### src/rtl/mux_pipe_n_pkg.sv
// Shared encodings and skid-buffer state type for the mux_pipe_n select pipeline.
// Optional sticky out-of-range flag is enabled in the top with MUX_PIPE_SEL_ERR_EN.
package mux_pipe_n_pkg;

  localparam int DEF_WORD_WIDTH = 32;

  // Writeback source select encodings
  localparam logic [1:0] SEL_WB_ALU = 2'd0;
  localparam logic [1:0] SEL_WB_MEM = 2'd1;
  localparam logic [1:0] SEL_WB_PC4 = 2'd2;
  localparam logic [1:0] SEL_WB_IMM = 2'd3;

  // Destination register and ALU operand B select encodings
  localparam logic SEL_REGDST_RT  = 1'b0;
  localparam logic SEL_REGDST_RD  = 1'b1;
  localparam logic SEL_ALUSRC_REG = 1'b0;
  localparam logic SEL_ALUSRC_IMM = 1'b1;

  typedef enum logic [1:0] {
    EMPTY = 2'b00,
    BUSY  = 2'b01,
    FULL  = 2'b10
  } skid_state_t;

endpackage

### src/rtl/mux_pipe_skid.sv
// Width-generic 2-entry skid buffer: main register M drives the output, skid register S
// catches the word that arrives in the cycle downstream stalls. flush empties both.
module mux_pipe_skid
  import mux_pipe_n_pkg::*;
#(
  parameter int WIDTH = 8
) (
  input  logic             clk,
  input  logic             rst_n,
  input  logic             flush,
  input  logic [WIDTH-1:0] in_payload,
  input  logic             in_valid,
  output logic             in_ready,
  output logic [WIDTH-1:0] out_payload,
  output logic             out_valid,
  input  logic             out_ready
);

  skid_state_t      state_reg, state_next;
  logic [WIDTH-1:0] m_reg, m_next;
  logic [WIDTH-1:0] s_reg, s_next;
  logic             in_ready_reg;
  logic             out_valid_reg;
  logic             accept;
  logic             emit;

  assign accept = in_valid & in_ready_reg;
  assign emit   = out_valid_reg & out_ready;

  always_comb begin
    state_next = state_reg;
    m_next     = m_reg;
    s_next     = s_reg;
    if (flush) begin
      // M is left alone so out_data keeps its last value after a flush
      state_next = EMPTY;
    end else begin
      case (state_reg)
        EMPTY: begin
          if (accept) begin
            m_next     = in_payload;
            state_next = BUSY;
          end
        end
        BUSY: begin
          if (accept && !emit) begin
            s_next     = in_payload;
            state_next = FULL;
          end else if (emit && !accept) begin
            state_next = EMPTY;
          end else if (accept && emit) begin
            m_next = in_payload;
          end
        end
        FULL: begin
          if (emit) begin
            m_next     = s_reg;
            state_next = BUSY;
          end
        end
        default: state_next = EMPTY;
      endcase
    end
  end

  always_ff @(posedge clk or negedge rst_n) begin
    if (!rst_n) begin
      state_reg     <= EMPTY;
      m_reg         <= '0;
      s_reg         <= '0;
      in_ready_reg  <= 1'b1;
      out_valid_reg <= 1'b0;
    end else begin
      state_reg     <= state_next;
      m_reg         <= m_next;
      s_reg         <= s_next;
      in_ready_reg  <= (state_next != FULL);
      out_valid_reg <= (state_next != EMPTY);
    end
  end

  assign in_ready    = in_ready_reg;
  assign out_valid   = out_valid_reg;
  assign out_payload = m_reg;

endmodule

### src/rtl/mux_pipe_n.sv
// N-input word select feeding a registered valid/ready skid stage; selects >= NUM_IN give CONSTANT.
// Define MUX_PIPE_SEL_ERR_EN to get a sticky sel_err flag for out-of-range selects.
module mux_pipe_n
  import mux_pipe_n_pkg::*;
#(
  parameter int          WORD_WIDTH = mux_pipe_n_pkg::DEF_WORD_WIDTH,
  parameter int          NUM_IN     = 4,
  parameter int          SEL_WIDTH  = 2,
  parameter int unsigned CONSTANT   = 29
) (
  input  logic                         clk,
  input  logic                         rst_n,
  input  logic [NUM_IN*WORD_WIDTH-1:0] in_data,
  input  logic [SEL_WIDTH-1:0]         in_sel,
  input  logic                         in_valid,
  output logic                         in_ready,
  input  logic                         flush,
  output logic [WORD_WIDTH-1:0]        out_data,
  output logic [SEL_WIDTH-1:0]         out_sel,
  output logic                         out_valid,
  input  logic                         out_ready,
  output logic                         sel_err
);

  localparam int NUM_SLOTS = 1 << SEL_WIDTH;

  if (NUM_IN < 2 || NUM_IN > 16 || NUM_SLOTS < NUM_IN) begin : g_bad_cfg
    $error("mux_pipe_n: NUM_IN must be 2..16 and fit in SEL_WIDTH select bits");
  end

  // Every select code maps to a slot; unused codes read the constant
  logic [WORD_WIDTH-1:0] slot_word [NUM_SLOTS];
  logic [WORD_WIDTH-1:0] sel_word;

  for (genvar gi = 0; gi < NUM_SLOTS; gi++) begin : g_slot
    if (gi < NUM_IN) begin : g_in
      assign slot_word[gi] = in_data[gi*WORD_WIDTH +: WORD_WIDTH];
    end else begin : g_const
      assign slot_word[gi] = WORD_WIDTH'(CONSTANT);
    end
  end

  assign sel_word = slot_word[in_sel];

  mux_pipe_skid #(
    .WIDTH(SEL_WIDTH + WORD_WIDTH)
  ) u_skid (
    .clk        (clk),
    .rst_n      (rst_n),
    .flush      (flush),
    .in_payload ({in_sel, sel_word}),
    .in_valid   (in_valid),
    .in_ready   (in_ready),
    .out_payload({out_sel, out_data}),
    .out_valid  (out_valid),
    .out_ready  (out_ready)
  );

`ifdef MUX_PIPE_SEL_ERR_EN
  logic sel_err_reg;
  logic accept;

  // A flushed cycle drops its word, so it cannot raise the flag either
  assign accept = in_valid & in_ready & ~flush;

  always_ff @(posedge clk or negedge rst_n) begin
    if (!rst_n) begin
      sel_err_reg <= 1'b0;
    end else if (accept && ({1'b0, in_sel} >= (SEL_WIDTH+1)'(NUM_IN))) begin
      sel_err_reg <= 1'b1;
    end
  end

  assign sel_err = sel_err_reg;
`else
  assign sel_err = 1'b0;
`endif

endmodule

### config.mk
export PLATFORM = sky130hd
export DESIGN_NAME = mux_pipe_n
export DESIGN_NICKNAME = d
export VERILOG_FILES = /design/src/rtl/mux_pipe_n_pkg.sv /design/src/rtl/mux_pipe_skid.sv /design/src/rtl/mux_pipe_n.sv
export SDC_FILE = /design/constraint.sdc
export NUM_CORES = 1
export LEC_CHECK = 0
export ABC_AREA = 1
export CAP_MARGIN = 15
export CORE_MARGIN = 4
export CORE_UTILIZATION = 40
export DETAILED_ROUTE_END_ITERATION = 10
export PLACE_DENSITY_LB_ADDON = 0.15
export SYNTH_ARGS = -nofsm -noshare
export SYNTH_HDL_FRONTEND = slang
export SYNTH_SLANG_ARGS = --single-unit
### constraint.sdc
create_clock -name clk -period 1.51 [get_ports clk]
set_clock_uncertainty 0.1 [all_clocks]
set_input_delay 0.3775 -clock clk [delete_from_list [all_inputs] [get_ports clk]]
set_output_delay 0.3775 -clock clk [all_outputs]
set_load 0.01 [all_outputs]
==> summary.txt <==
DRT antenna net count - 0
Leak - 3.37 nW
Die Height - 112 um
GPL Wtd Cong - 0.808
Via count of the first global-routing pass - 4900
Sequential fraction of the synthesis area - 41.8%
Total power - 8.29 mW
Crit path capture type - flip-flop
Mapped Area - 0.00432 mm2
Syn Nets - 784
Max-cap check violation count - 0
Clock Path Buffers - 2
Worst Hold Class - reg -> reg
Initial antenna violation count - 0
Synth warn - 0
Nets@finish - 965
Share of layout cells above drive strength 1 - 11.6%
Outcome - complete, but fails checks
TritonCTS Buffers - 9
Design area - 0.00673 mm2
Most common cell after layout, fill and taps aside - nand2_1
Die X - 112 um
Grt ovf - 0
Post-synth top area cell - dfrtp_1
CP Max Fanout - 8
H-tree level count - 3
Slew Limit Fails - 0
Final period util - 107%
Initial core utilization - 41.5%
Most frequent cells in the layout - nand2_1, clkdlybuf4s50_1, nand3_1
Failing checks - setup timing
Routed vias/inst - 5.00
Via count - 4855
Peak supply drop - 628 uV
CTS tree - built
Count of final setup violators - 35
Row count - 37
CP Class - in -> reg
Antenna diodes - 0
Fin Hold WS - 381 ps
Residual DRC count - 0
Io pins - 172
Die area - 0.0125 mm2
Violation count after the first detailed-route iteration - 228
Final Worst Setup Slack - -109 ps
Mapped Cells - 649
First-pass GRT wire length - 22.4 mm
Pwr/cell area - 1230 mW/mm2
Clock Sinks - 72
Placed cell areas - 0.00629 mm2
Crit path required time - 1680 ps
CP Launch Type - input port
GRT Resource Usage Total - 21.5%
WP data arrival - 1790 ps
Syn avg cell area - 6.65 um2
Detailed Route WL - 13.9 mm
Tmin final - 1620 ps
Core area - 0.0104 mm2
Drt first pass iters - 5
Synth cell types - 24
RSZ-0062 raised after global routing - true
Final Hold Fails - 0
Final core occ - 64.6%
Clk Latency, worst-skew pair - 330 ps
Wirelength per Cell - 14.3 um
Post-synth top area share - 41.1%
I/O Buffers - 170
Yosys reg bits - 72
Area grow syn2layout - 55.8%
FMAX - 618 MHz
Root buffer cell - clkbuf_8
Detailed-placement wirelength estimate - 10.1 mm
Pre-CTS setup slack - -464 ps
Largest cells by area after synthesis - dfrtp_1, nand2_1, nand3_1
Clock Pin Slew Worst Setup and Hold Paths - 70 ps
Largest net degree at the start of global routing - 39
==> worst max-delay path, stage by stage <==
cell and delay (ps):
clkdlybuf4s50_1 510, nand2_4 100, buf_6 130, o21ai_2 130, nand2_2 100, nand2_4 150, clkbuf_16 180, nand2_1 50
nand2_1 60
==> report_power, final <==
group	leakage, nW	internal [mW]	total, mW	switching (mW)
Clock	0.103	0.851	1.55	0.698
Sequential	0.894	2.84	3.39	0.551
Combinational	2.37	1.73	3.35	1.62
==> repair_timing <==
item | 4_1_cts | 5_1_grt
setup endpoints to repair | 91 | 87
hold endpoints to repair | 21 | 0
resized for setup | 56 | 37
hold buffers | 1 | 0
setup buffers | 3 | 8
pin swaps | 1 | 8
gates cloned | 1 | 3
==> per-layer routing <==
layer	up-vias	wire length, um	global-route usage [%]	part of all wire [%]
li1	2419	-	-	-
met1	2258	5960	27.4	43
met2	160	6910	37.6	50
met3	18	850	3.64	6.1
met4	0	191	5.68	1.4
met5	-	0	0	0
==> stage by stage <==
| step | TNS (ps) | std cells |
|---|---|---|
| floorplan | 0 | 649 |
| global placement | -23670 | 939 |
| detailed placement | -27360 | 939 |
| CTS | -1880 | 960 |
| global route | -5670 | 971 |
| finish | -2940 | 971 |
==> cell type report <==
| type | instances | area, um2 |
|---|---|---|
| Fill cell | 970 | 3690 |
| Multi-Input combinational cell | 525 | 2260 |
| Timing Repair Buffer | 212 | 2250 |
| Sequential cell | 72 | 1800 |
| Tap cell | 136 | 170 |
| Clock buffer | 13 | 159 |
| Clock inverter | 3 | 40.0 |
| Inverter | 10 | 40.0 |
==> cells by family (layout without fill, tap and decap cells) <==
kind of cell | after synthesis | count (layout) | share of synthesized area [%]
other | 1 | 1 | 0.0868
and+or+nand+nor | 483 | 483 | 46.4
AOI/OAI and AO/OA | 41 | 41 | 4.84
DFF | 72 | 72 | 41.8
buffers and inverters | 52 | 238 | 6.90
==> synthesized netlist by cell type <==
master      n
o21ai_0    34
conb_1      1
nor2_2      2
buf_4       2
buf_2      19
nand2_2    14
nor2_1      3
nand3_1   100
nand2_4     1
buf_8       1
a21oi_1     1
dfstp_2     1
clkinv_1    1
clkbuf_1   12
nand4_2     1
inv_2       3
nand2_1   360
dfrtp_1    71
nand4_1     1
o21ai_2     1
nor2_4      1
buf_6       8
inv_1       6
o21ai_1     5
==> path summary, 6_finish.rpt <==
kind                                                          from                            endpoint  slack (ps)  cells after the start
min in group asynchronous                                    rst_n        u_skid.s_reg[15]$_DFFE_PN0P_         400                      2
worst min register to register  u_skid.out_payload[17]$_DFFE_PN0P_  u_skid.out_payload[17]$_DFFE_PN0P_         380                      2
max in group asynchronous                                    rst_n        u_skid.s_reg[31]$_DFFE_PN0P_         430                      3
worst max-delay path                                      in_valid  u_skid.out_payload[20]$_DFFE_PN0P_        -110                      9
worst max register to register           u_skid.in_ready$_DFF_PN1_  u_skid.out_payload[20]$_DFFE_PN0P_         -90                      8
worst min-delay path            u_skid.out_payload[17]$_DFFE_PN0P_  u_skid.out_payload[17]$_DFFE_PN0P_         380                      2
No activity file was read; power rests on OpenSTA's default activity.
